<file path="config.mk">
export PLATFORM = sky130hd
export DESIGN_NAME = conv_layer_sequencer
export DESIGN_NICKNAME = d
export VERILOG_FILES = /design/src/rtl/conv_layer_sequencer.sv
export SDC_FILE = /design/constraint.sdc
export NUM_CORES = 1
export LEC_CHECK = 0
export ABC_CLOCK_PERIOD_IN_PS = 3700
export CAP_MARGIN = 20
export CORE_ASPECT_RATIO = 0.75
export CORE_MARGIN = 3
export CORE_UTILIZATION = 35
export DETAILED_ROUTE_END_ITERATION = 8
export REMOVE_ABC_BUFFERS = 1
export SYNTH_ARGS = -nofsm -noshare
export SYNTH_HDL_FRONTEND = slang
export SYNTH_SLANG_ARGS = --single-unit
</file>
<file path="constraint.sdc">
create_clock -name clk_i -period 3.7 [get_ports clk_i]
set_input_delay 0.74 -clock clk_i [delete_from_list [all_inputs] [get_ports clk_i]]
set_output_delay 0.74 -clock clk_i [all_outputs]
set_load 0.01 [all_outputs]
</file>
<file path="src/rtl/conv_layer_sequencer.sv">
// conv_layer_sequencer
//   Sequences one convolution layer. It streams a full weight set into the
//   layer RAM, then runs frames: it pulses the layer start and counts output
//   handshakes until one frame of N_OUT rows has been produced.
//
// Ports
//   clk_i, reset_i      clock; asynchronous active-high reset
//   load_i              request a weight reload (IDLE / LOADED)
//   run_i               request one frame (LOADED only)
//   cfg_valid_i/ready_o weight stream handshake, ready only while loading
//   cfg_data_i          weight / bias word
//   mem_addr_o          RAM address {conv_index+1, kernel_addr}
//   wen_o, mem_data_o   registered RAM write strobe and data
//   layer_start_o       one-cycle layer start pulse
//   layer_valid_i/ready_i  observed layer output handshake
//   loaded_o            a complete weight set is present
//   busy_o              loading, starting or running
//   frame_done_o        one-cycle end-of-frame pulse
//   frame_count_o       completed frames (wraps)
module conv_layer_sequencer #(
  parameter int KERNEL_HEIGHT      = 5,
  parameter int KERNEL_WIDTH       = 2,
  parameter int WORD_SIZE          = 16,
  parameter int N_CONVOLUTIONS     = 256,
  parameter int INPUT_LAYER_HEIGHT = 64,
  localparam int K  = KERNEL_HEIGHT * KERNEL_WIDTH,
  localparam int CW = $clog2(N_CONVOLUTIONS + 1),
  localparam int KW = $clog2(K + 1),
  localparam int AW = CW + KW
) (
  input  logic                 clk_i,
  input  logic                 reset_i,
  input  logic                 load_i,
  input  logic                 run_i,
  input  logic                 cfg_valid_i,
  output logic                 cfg_ready_o,
  input  logic [WORD_SIZE-1:0] cfg_data_i,
  output logic [AW-1:0]        mem_addr_o,
  output logic                 wen_o,
  output logic [WORD_SIZE-1:0] mem_data_o,
  output logic                 layer_start_o,
  input  logic                 layer_valid_i,
  input  logic                 layer_ready_i,
  output logic                 loaded_o,
  output logic                 busy_o,
  output logic                 frame_done_o,
  output logic [15:0]          frame_count_o
);

  localparam int N_OUT = INPUT_LAYER_HEIGHT - KERNEL_HEIGHT + 1;
  localparam int OW    = $clog2(N_OUT + 1);

  localparam logic [CW-1:0] LAST_CONV  = CW'(N_CONVOLUTIONS - 1);
  localparam logic [KW-1:0] LAST_KADDR = KW'(K);
  localparam logic [OW-1:0] LAST_OUT   = OW'(N_OUT - 1);

  typedef enum logic [2:0] {
    IDLE,
    LOAD,
    LOADED,
    START,
    RUN
  } state_t;

  state_t          state;
  logic [CW-1:0]   conv_index;
  logic [KW-1:0]   kernel_addr;
  logic [OW-1:0]   out_count;
  logic            out_hs;

  assign out_hs      = layer_valid_i && layer_ready_i;

  // Both are plain decodes of the registered state, so they are glitch-free
  // and read 0 while reset holds the state in IDLE.
  assign cfg_ready_o = (state == LOAD);
  assign busy_o      = (state == LOAD) || (state == START) || (state == RUN);

  always_ff @(posedge clk_i or posedge reset_i) begin
    if (reset_i) begin
      state         <= IDLE;
      conv_index    <= '0;
      kernel_addr   <= '0;
      out_count     <= '0;
      mem_addr_o    <= '0;
      mem_data_o    <= '0;
      wen_o         <= 1'b0;
      layer_start_o <= 1'b0;
      loaded_o      <= 1'b0;
      frame_done_o  <= 1'b0;
      frame_count_o <= '0;
    end else begin
      // Pulse outputs default low every cycle.
      wen_o         <= 1'b0;
      layer_start_o <= 1'b0;
      frame_done_o  <= 1'b0;

      case (state)
        IDLE: begin
          if (load_i) begin
            state       <= LOAD;
            conv_index  <= '0;
            kernel_addr <= '0;
            loaded_o    <= 1'b0;
          end
        end

        LOAD: begin
          if (cfg_valid_i) begin
            // Kernel slot 0 of the RAM is reserved, hence conv_index+1.
            wen_o      <= 1'b1;
            mem_addr_o <= {conv_index + CW'(1), kernel_addr};
            mem_data_o <= cfg_data_i;
            if (kernel_addr == LAST_KADDR) begin
              kernel_addr <= '0;
              if (conv_index == LAST_CONV) begin
                conv_index <= '0;
                state      <= LOADED;
                loaded_o   <= 1'b1;
              end else begin
                conv_index <= conv_index + 1'b1;
              end
            end else begin
              kernel_addr <= kernel_addr + 1'b1;
            end
          end
        end

        LOADED: begin
          if (load_i) begin
            state       <= LOAD;
            conv_index  <= '0;
            kernel_addr <= '0;
            loaded_o    <= 1'b0;
          end else if (run_i) begin
            state         <= START;
            layer_start_o <= 1'b1;
            out_count     <= '0;
          end
        end

        START: begin
          state <= RUN;
        end

        RUN: begin
          if (out_hs) begin
            if (out_count == LAST_OUT) begin
              out_count     <= '0;
              state         <= LOADED;
              frame_done_o  <= 1'b1;
              frame_count_o <= frame_count_o + 16'd1;
            end else begin
              out_count <= out_count + 1'b1;
            end
          end
        end

        default: begin
          state <= IDLE;
        end
      endcase
    end
  end

endmodule

</file>
---- After elaboration in Yosys (flattened, before gate mapping) ----
Index checks and enable logic that the tools add are counted.
cells by class
  $add $sub $neg .......................... 4
  equality and inequality tests ........... 17
  muxes and demuxes ....................... 36
  reductions and logical operators ........ 14
operators by type and width
  kind                                                 count
  two-way mux 9 bit                                    4
  two-way mux 3 bit                                    8
  two-way mux 6 bit                                    4
  case mux 9 bit (2 select lines)                      1
  adder 16 x 1 -> 16 bit, second input constant        1
  case mux 3 bit (5 select lines)                      1
  two-way mux 1 bit                                    12
  two-way mux 4 bit                                    3
  case mux 6 bit (2 select lines)                      1
  != test 2 bit, second input constant                 5
  adder 9 x 1 -> 9 bit, second input constant          1
  equality test 9 x 8 -> 1 bit, second input constant  1
  != test 2 x 1 -> 1 bit, second input constant        4
  case mux 4 bit (2 select lines)                      1
  AND reduction 4 bit                                  2
  AND reduction 7 bit                                  1
  adder 6 x 1 -> 6 bit, second input constant          1
  equality test 3 x 2 -> 1 bit, second input constant  2
  equality test 6 bit, second input constant           1
  AND reduction 3 bit                                  2
  AND reduction 5 bit                                  1
  adder 4 x 1 -> 4 bit, second input constant          1
  equality test 4 bit, second input constant           1
  nonzero test 2 bit                                   2
  other kinds (9)                                      10
word-level totals
  flip-flop bits (word level) ............. 71
  input bits .............................. 23
  output and inout port bits .............. 51
  logic and storage cells ................. 82

---- Longest topological paths before layout ----
Gate-level depths: netlist of run 1.
  word-level depth ........................ 5
  mapped depth ............................ 11
  mapped depth without buffers ............ 9

---- Least setup slack after synthesis of run 1 ----
OpenSTA, ideal clock, no wires.
  kind .................................... register -> register
  start point ............................. reg conv_index[0]
  end point ............................... reg conv_index[4]
  library setup time ...................... 66 ps
  arrival time ............................ 2492 ps
  required time ........................... 3634 ps
  slack ................................... 1142 ps
  cell stages (with the launch flop) ...... 12
  buffers on the path ..................... 2
  period minus slack after synthesis ...... 2558 ps
  path through ............................ dfrtp_1 -> ha_1 -> and3_1 -> clkbuf_1 -> nand3_1 -> inv_1 -> ha_1 -> or4b_1 -> or3_1 -> clkbuf_1 -> nor3b_1 -> a221o_1
on the way
  longest elaborated chain between the ends .. 5
  elaborated cells on any way between the ends .. 6
  classes of those cells .................. add/sub: 1; eq/ne: 1; mux: 4
RTL lines
  what                                                                  line      RTL
  from (decl)                                                           66        logic [CW-1:0] conv_index;
  from (signal assigned)                                                120       conv_index <= conv_index + 1'b1;
  adder 9 x 1 -> 9 bit or equality test 9 x 8 -> 1 bit (tied branches)  120, 115
  two-way mux 9 bit *                                                   115       if (conv_index == LAST_CONV) begin
  two-way mux 9 bit *                                                   113       if (kernel_addr == LAST_KADDR) begin
  two-way mux 9 bit *                                                   108       if (cfg_valid_i) begin
  case mux 9 bit (2 select lines) *                                     97        case (state)
Mark *: on every way between the ends. The rest lies on a longest branch, timed or not. The select of a mux whose other input is x is not followed.
A chain may end at the register's enable or synchronous reset.

---- Worst setup path after layout of run 1 ----
  start point ............................. reg state[2]
  end point ............................... out busy_o
on the way
  longest elaborated chain between the ends .. 3
  elaborated cells on any way between the ends .. 5
  classes of those cells .................. eq/ne: 3; reduce/logical: 2
RTL lines
  what                                                                          line  RTL
  from (decl)                                                                   65    state_t state;
  from (signal assigned)                                                        80    state <= IDLE;
  from (signal assigned)                                                        100   state <= LOAD;
  from (signal assigned)                                                        117   state <= LOADED;
  equality test 3 x 1 -> 1 bit or equality test 3 x 2 -> 1 bit (tied branches)  76    assign busy_o = (state == LOAD) || (state == START) || (state == RUN);
  logical OR 1 bit                                                              76
  logical OR 1 bit *                                                            76
  to (decl)                                                                     45    output logic busy_o,
Mark *: on every way between the ends. The rest lies on a longest branch, timed or not.

==> results.yml, run 1 <==
placement:
  portBuffers: 73
  place_congestion: 0.8269
  place.detailed.hpwl_um: 4861
floorplanning:
  core_area_um2: 8745
  die_h_um: 89.32
  design.die.area_um2: 10460
  num_rows: 29
  start_util: 0.3704
  ioPinCount: 74
  fp.dieW_um: 117.1
synth:
  synth_cell_types: 46
  synth-xor-area-share: 0.05407
  synthTopCellsByArea: "dfrtp_1 (55%), nand2_1 (10%), xnor2_1 (4.3%)"
  ys_warn_count: 0
  ys_async_sr_fraction: 1.000
  synth_area_leader_cell: "dfrtp_1"
  syn-instance-count: 328
  synthMuxAreaShare: 0.01004
  synth_area_per_cell_um2: 9.876
  ys_top_cells_by_count: "nand2_1 (88), dfrtp_1 (71), o21ai_0 (25), nand3_1 (16), xnor2_1 (16)"
  syn_area_um2: 3239
  synthAdderAreaFrac: 0.02704
  ys_seq_area_frac: 0.5485
  synth_top_area_share: 0.5485
  ys.flop_type: "dfrtp_1"
  yosys.area_share.simple: 0.2410
  synth_edf_count: 0
  ys_ff_latch: 71
  synth-compound-area-share: 0.08768
  synth_top_family_by_area: "simple AND/OR/NAND/NOR gates"
  yosysMostFrequentCell: "nand2_1"
routing:
  wl_um: 7107
  drc_errors: 0
  via_per_inst: 4.799
  drtIter0Drc: 173
  drt_pass1_iterations: 4
  post_drt_wl_per_cell_um: 13.46
  num_vias: 2534
  antenna_left: 0
sta:
  max_freq_mhz: 337.5
  finalSetupViolations: 0
  slew_violations: 0
  fin_skew_ps: 9.788
  rsz0062_at_grt: "false"
  post-route-min-period_ps: 2963
  slew_headroom: 0.3973
  setup-tns-final_ps: 0
  hold_viol: 0
  min_period_over_period: 0.8008
  hold_ws_ps: 466.0
  worstMarginPinSlew_ps: 904.0
clock_tree:
  clk_latency_ps: 330
  clk_pin_slew_worst_paths_ps: 50
  root_buffer: "clkbuf_16"
  ctsResizeCount: 0
  cts_tree: "built"
  clock_path_buffers: 2
  cts_hold_buf: 0
  cts_setup_buffers: 0
  cts_sinks: 71
  cts_buffers: 9
  htree_levels: 3
power_and_ir_drop:
  power_density_nw_per_um2: 638.1
  ir_drop_mv: 0.3838
  leakagePower_nw: 1.949
cells_and_area:
  drive_above_1_share: 0.04950
  fin_nets: 431
  fillers: 796
  area_growth_pct: 34.22
  n_antenna_cell: 0
critical_path:
  crit_family: "simple AND/OR/NAND/NOR gates"
  slowest_stage: "or3b_1"
  start_kind: "register"
  worstPathCellList: "or3b_1, o21ai_0, clkdlybuf4s50_1"
  crit_arrival_ps: 2220
  path_max_fanout: 13
  end_kind: "output port"
  slowest_delay_ps: 630
  required_ps: 2960
  path_buf_inv: 1
  critical_path_class: "reg2out"
worst_hold_path:
  worstHoldPathType: "reg2reg"
run_status:
  status: "finished, final reports clean"
global_routing:
  antenna_found_initial: 0
  grt_use_total: 0.1451
  gr-total-overflow: 0
  grt_pass1_wl_um: 11830
  grt_max_degree: 72
  grt_pass1_vias: 2405
flow_run:
  cap_violations: 0
## cell families after synthesis
kind of cell               Yosys count
and+or+nand+nor                    156
muxes                                3
adders and majority gates            7
xor gates and xnor gates            20
buffers and inverters               25
DFF                                 71
AOI/OAI and AO/OA                   46
## registers in the layout, indices dropped and copies added (netlist names)
| register | count |
|---|---|
| frame_count_o | 16 |
| mem_data_o | 16 |
| mem_addr_o | 13 |
| conv_index | 9 |
| out_count | 6 |
| kernel_addr | 4 |
| state | 3 |
| frame_done_o | 1 |
| layer_start_o | 1 |
| loaded_o | 1 |
| wen_o | 1 |
## metrics by stage
stage          setup WS [ps]  cells  cell area, um^2  utilization  power, mW
6_report               737.1    528             4348       0.4972      2.774
5_1_grt                645.9    528             4348       0.4972      2.972
4_1_cts                740.0    528             4348       0.4972      2.816
3_5_place_dp            1025    514             4083       0.4669      2.016
3_3_place_gp            1100    514             4083       0.4669      1.995
2_1_floorplan           1163    315             3182            -      1.555
## area by class of cell
| class | instances | area, um^2 | share of cell area |
|---|---|---|---|
| multi-input combinational | 232 | 1360 | 0.3128 |
| clock inverter | 1 | 5.005 | 0.001151 |
| tap | 124 | 155.1 | 0.03568 |
| timing repair buffer | 75 | 745.7 | 0.1715 |
| inverter | 12 | 45.04 | 0.01036 |
| sequential | 71 | 1777 | 0.4086 |
| clock buffer | 13 | 260.3 | 0.05986 |
## per-layer routing
layer	routed length [um]	GRT usage	vias to the layer above
met3	399	0.04060	7
li1	-	-	1266
met1	3771	0.2178	1191
met2	2863	0.2044	70
met5	0	0	-
met4	72	0.04063	0
## report_power, final
| group | leakage, nW | switching [mW] | internal, mW | total [mW] |
|---|---|---|---|---|
| logic | 0.872 | 0.451 | 0.432 | 0.883 |
| registers | 0.945 | 0.152 | 0.959 | 1.11 |
| clock network | 0.132 | 0.299 | 0.482 | 0.780 |
## worst paths after layout
kind / startpoint / end / slack, ps / depth (start not counted)
worst max-delay path: state[2]$_DFFE_PP0P_ / busy_o / 740 / 3
worst min-delay path: frame_count_o[15]$_DFFE_PP0P_ / frame_count_o[15]$_DFFE_PP0P_ / 470 / 1
worst max register to register: conv_index[0]$_DFFE_PP0P_ / conv_index[4]$_DFFE_PP0P_ / 1000 / 9
worst min register to register: frame_count_o[15]$_DFFE_PP0P_ / frame_count_o[15]$_DFFE_PP0P_ / 470 / 1
max in group asynchronous: reset_i / mem_addr_o[7]$_DFFE_PP0P_ / 2100 / 3
min in group asynchronous: reset_i / mem_data_o[3]$_DFFE_PP0P_ / 1010 / 3
## cells in the final DEF, fill, tap and decap left out, types with 5 or more instances in the layout
cell type | Yosys | routed
o21ai_0 | 25 | 25
clkbuf_16 | 0 | 9
nand2_1 | 88 | 88
nor2_1 | 8 | 8
and3_1 | 7 | 7
nand4_1 | 9 | 9
inv_1 | 12 | 11
nand3_1 | 16 | 16
ha_1 | 7 | 7
nand2b_1 | 5 | 5
xnor2_1 | 16 | 16
clkdlybuf4s50_1 | 0 | 73
dfrtp_1 | 71 | 71
(Power assumes the default switching activity.)
==> run 2, diff against run 1 <==
--- a/config.mk
+++ b/config.mk
@@ -5,7 +5,7 @@
 export SDC_FILE = /design/constraint.sdc
 export NUM_CORES = 1
 export LEC_CHECK = 0
-export ABC_CLOCK_PERIOD_IN_PS = 3700
+export ABC_CLOCK_PERIOD_IN_PS = 3000
 export CAP_MARGIN = 20
 export CORE_ASPECT_RATIO = 0.75
 export CORE_MARGIN = 3
==> constraint.sdc (replaced) <==
create_clock -name clk_i -period 3 [get_ports clk_i]
set_input_delay 0.6 -clock clk_i [delete_from_list [all_inputs] [get_ports clk_i]]
set_output_delay 0.6 -clock clk_i [all_outputs]
set_load 0.01 [all_outputs]
==> run 2 against run 1 <==
  * Sequential share of layout area is 0.25 points lower
  * Count of clock-buffer cells in the layout shrank 3
  * Cell area rose by 0.60%
  * Largest cell class unchanged
  * Worst setup slack worse by 390 ps
  * Highest routed layer unchanged
==> results.yml, run 2 (synthesized netlist as in run 1, its figures left out) <==
cells_and_area:
  fillers: 831
  drive_above_1_share: 0.06143
  area_growth_pct: 35.03
  fin_nets: 433
  largest_registers: "frame_count_o (16), mem_data_o (16), mem_addr_o (13)"
  layout_common_cells: "nand2_1 (88), clkdlybuf4s50_1 (73), dfrtp_1 (71)"
  layout_commonest_cell: "nand2_1"
  n_antenna_cell: 0
placement:
  place.detailed.hpwl_um: 4850
  portBuffers: 73
  place_congestion: 0.7943
global_routing:
  gr-total-overflow: 0
  antenna_found_initial: 0
  grt_pass1_wl_um: 11850
  grt_pass1_vias: 2438
  grt_use_total: 0.1441
  grt_max_degree: 72
sta:
  max_freq_mhz: 377.3
  hold_ws_ps: 468.3
  slew_violations: 0
  setup-tns-final_ps: 0
  slew_headroom: 0.5233
  hold_viol: 0
  post-route-min-period_ps: 2651
  min_period_over_period: 0.8835
  rsz0062_at_grt: "false"
  worstMarginPinSlew_ps: 714.2
  fin_skew_ps: 6.587
  finalSetupViolations: 0
routing:
  post_drt_wl_per_cell_um: 13.18
  antenna_left: 0
  drtIter0Drc: 137
  drc_errors: 0
  num_vias: 2567
  wl_um: 6997
  via_per_inst: 4.834
  drt_pass1_iterations: 4
floorplanning:
  design.die.area_um2: 10460
  fp.dieW_um: 117.1
  start_util: 0.3704
  die_h_um: 89.32
  core_area_um2: 8745
  ioPinCount: 74
  num_rows: 29
clock_tree:
  cts_hold_buf: 0
  root_buffer: "clkbuf_16"
  clk_pin_slew_worst_paths_ps: 50
  ctsResizeCount: 0
  cts_setup_buffers: 0
  cts_buffers: 9
  clk_latency_ps: 320
  cts_sinks: 71
  htree_levels: 3
  clock_path_buffers: 2
  cts_tree: "built"
worst_hold_path:
  holdPathStages: 1
  min_to: "frame_count_o[15]$_DFFE_PP0P_"
  worstHoldPathType: "reg2reg"
  min_from: "frame_count_o[15]$_DFFE_PP0P_"
flow_run:
  cap_violations: 0
critical_path:
  cpMostUsedCell: "ha_1"
  reg2reg_depth: 9
  path_max_fanout: 8
  start_kind: "register"
  reg2reg_setup_slack_ps: 350
  slowest_delay_ps: 530
  slowest_stage: "or4b_1"
  critical_path_class: "reg2reg"
  reg2reg_from: "conv_index[0]$_DFFE_PP0P_"
  end_kind: "register"
  r2r_end: "conv_index[4]$_DFFE_PP0P_"
  crit_arrival_ps: 2910
  required_ps: 3260
  worstPathCellList: "ha_1, and3_1, nand3_1, inv_1, ha_1, or4b_1, or3_1, nor3b_1, a221o_1"
run_status:
  status: "finished, final reports clean"
power_and_ir_drop:
  ir_drop_mv: 0.4183
  leakagePower_nw: 1.969
  power_density_nw_per_um2: 776.8
## run 2: through the flow
step           cell area [um^2]  std cells  setup slack (ps)  total power, mW  utilization
3_3_place_gp               4110        516             411.0            2.472       0.4700
4_1_cts                    4374        531             341.9            3.458       0.5002
2_1_floorplan              3182        315             562.7            1.917            -
5_1_grt                    4374        531             226.8            3.665       0.5002
3_5_place_dp               4110        516             355.8            2.497       0.4700
6_report                   4374        531             349.5            3.398       0.5002
## run 2: metal layers
| layer | up-vias | share of wire | global-route usage |
|---|---|---|---|
| met5 | - | 0 | 0 |
| met4 | 0 | 0.0063 | 0.03542 |
| met3 | 4 | 0.059 | 0.04668 |
| met2 | 85 | 0.41 | 0.2096 |
| met1 | 1207 | 0.52 | 0.2090 |
| li1 | 1271 | - | - |
## run 2: worst max-delay path by stage
stage	startpoint	end	slack [ps]	cells after the start
4_1_cts	conv_index[0]$_DFFE_PP0P_	conv_index[4]$_DFFE_PP0P_	340	9
6_report	conv_index[0]$_DFFE_PP0P_	conv_index[4]$_DFFE_PP0P_	350	9
3_5_place_dp	conv_index[0]$_DFFE_PP0P_	conv_index[4]$_DFFE_PP0P_	360	9
3_3_place_gp	conv_index[0]$_DFFE_PP0P_	conv_index[4]$_DFFE_PP0P_	410	9
5_1_grt	conv_index[0]$_DFFE_PP0P_	conv_index[4]$_DFFE_PP0P_	230	9
2_1_floorplan	conv_index[0]$_DFFE_PP0P_	conv_index[4]$_DFFE_PP0P_	560	9
## run 2: worst max-delay path, delay by kind of cell (launching register included)
kind	cells	cell delay [ps]
compound gates	1	130
simple gates	5	1570
fa+ha+maj	2	420
buf+inv	1	50
flops	1	420
## run 2: cell type report
type	instances	area (um^2)	area share
multi-input cells	232	1360	0.3109
well taps	124	155.1	0.03547
inverters	12	45.04	0.01030
clock inverters	5	25.02	0.005721
clock buffers	10	239.0	0.05463
flip-flops and latches	71	1777	0.4062
repair buffers	77	773.2	0.1768
## run 2: power breakdown
| part | switching [mW] | internal [mW] | total [mW] |
|---|---|---|---|
| clock | 0.363 | 0.569 | 0.932 |
| combinational | 0.555 | 0.539 | 1.09 |
| sequential | 0.190 | 1.18 | 1.37 |
| total | 1.11 | 2.29 | 3.40 |
==> run 3, diff against run 2 <==
--- a/config.mk
+++ b/config.mk
@@ -11,6 +11,7 @@
 export CORE_MARGIN = 3
 export CORE_UTILIZATION = 35
 export DETAILED_ROUTE_END_ITERATION = 8
+export GPL_ROUTABILITY_DRIVEN = 0
 export REMOVE_ABC_BUFFERS = 1
 export SYNTH_ARGS = -nofsm -noshare
 export SYNTH_HDL_FRONTEND = slang
==> results of run 3 <==
Same layout as run 2: the final DEF is identical, and so are final timing and power.
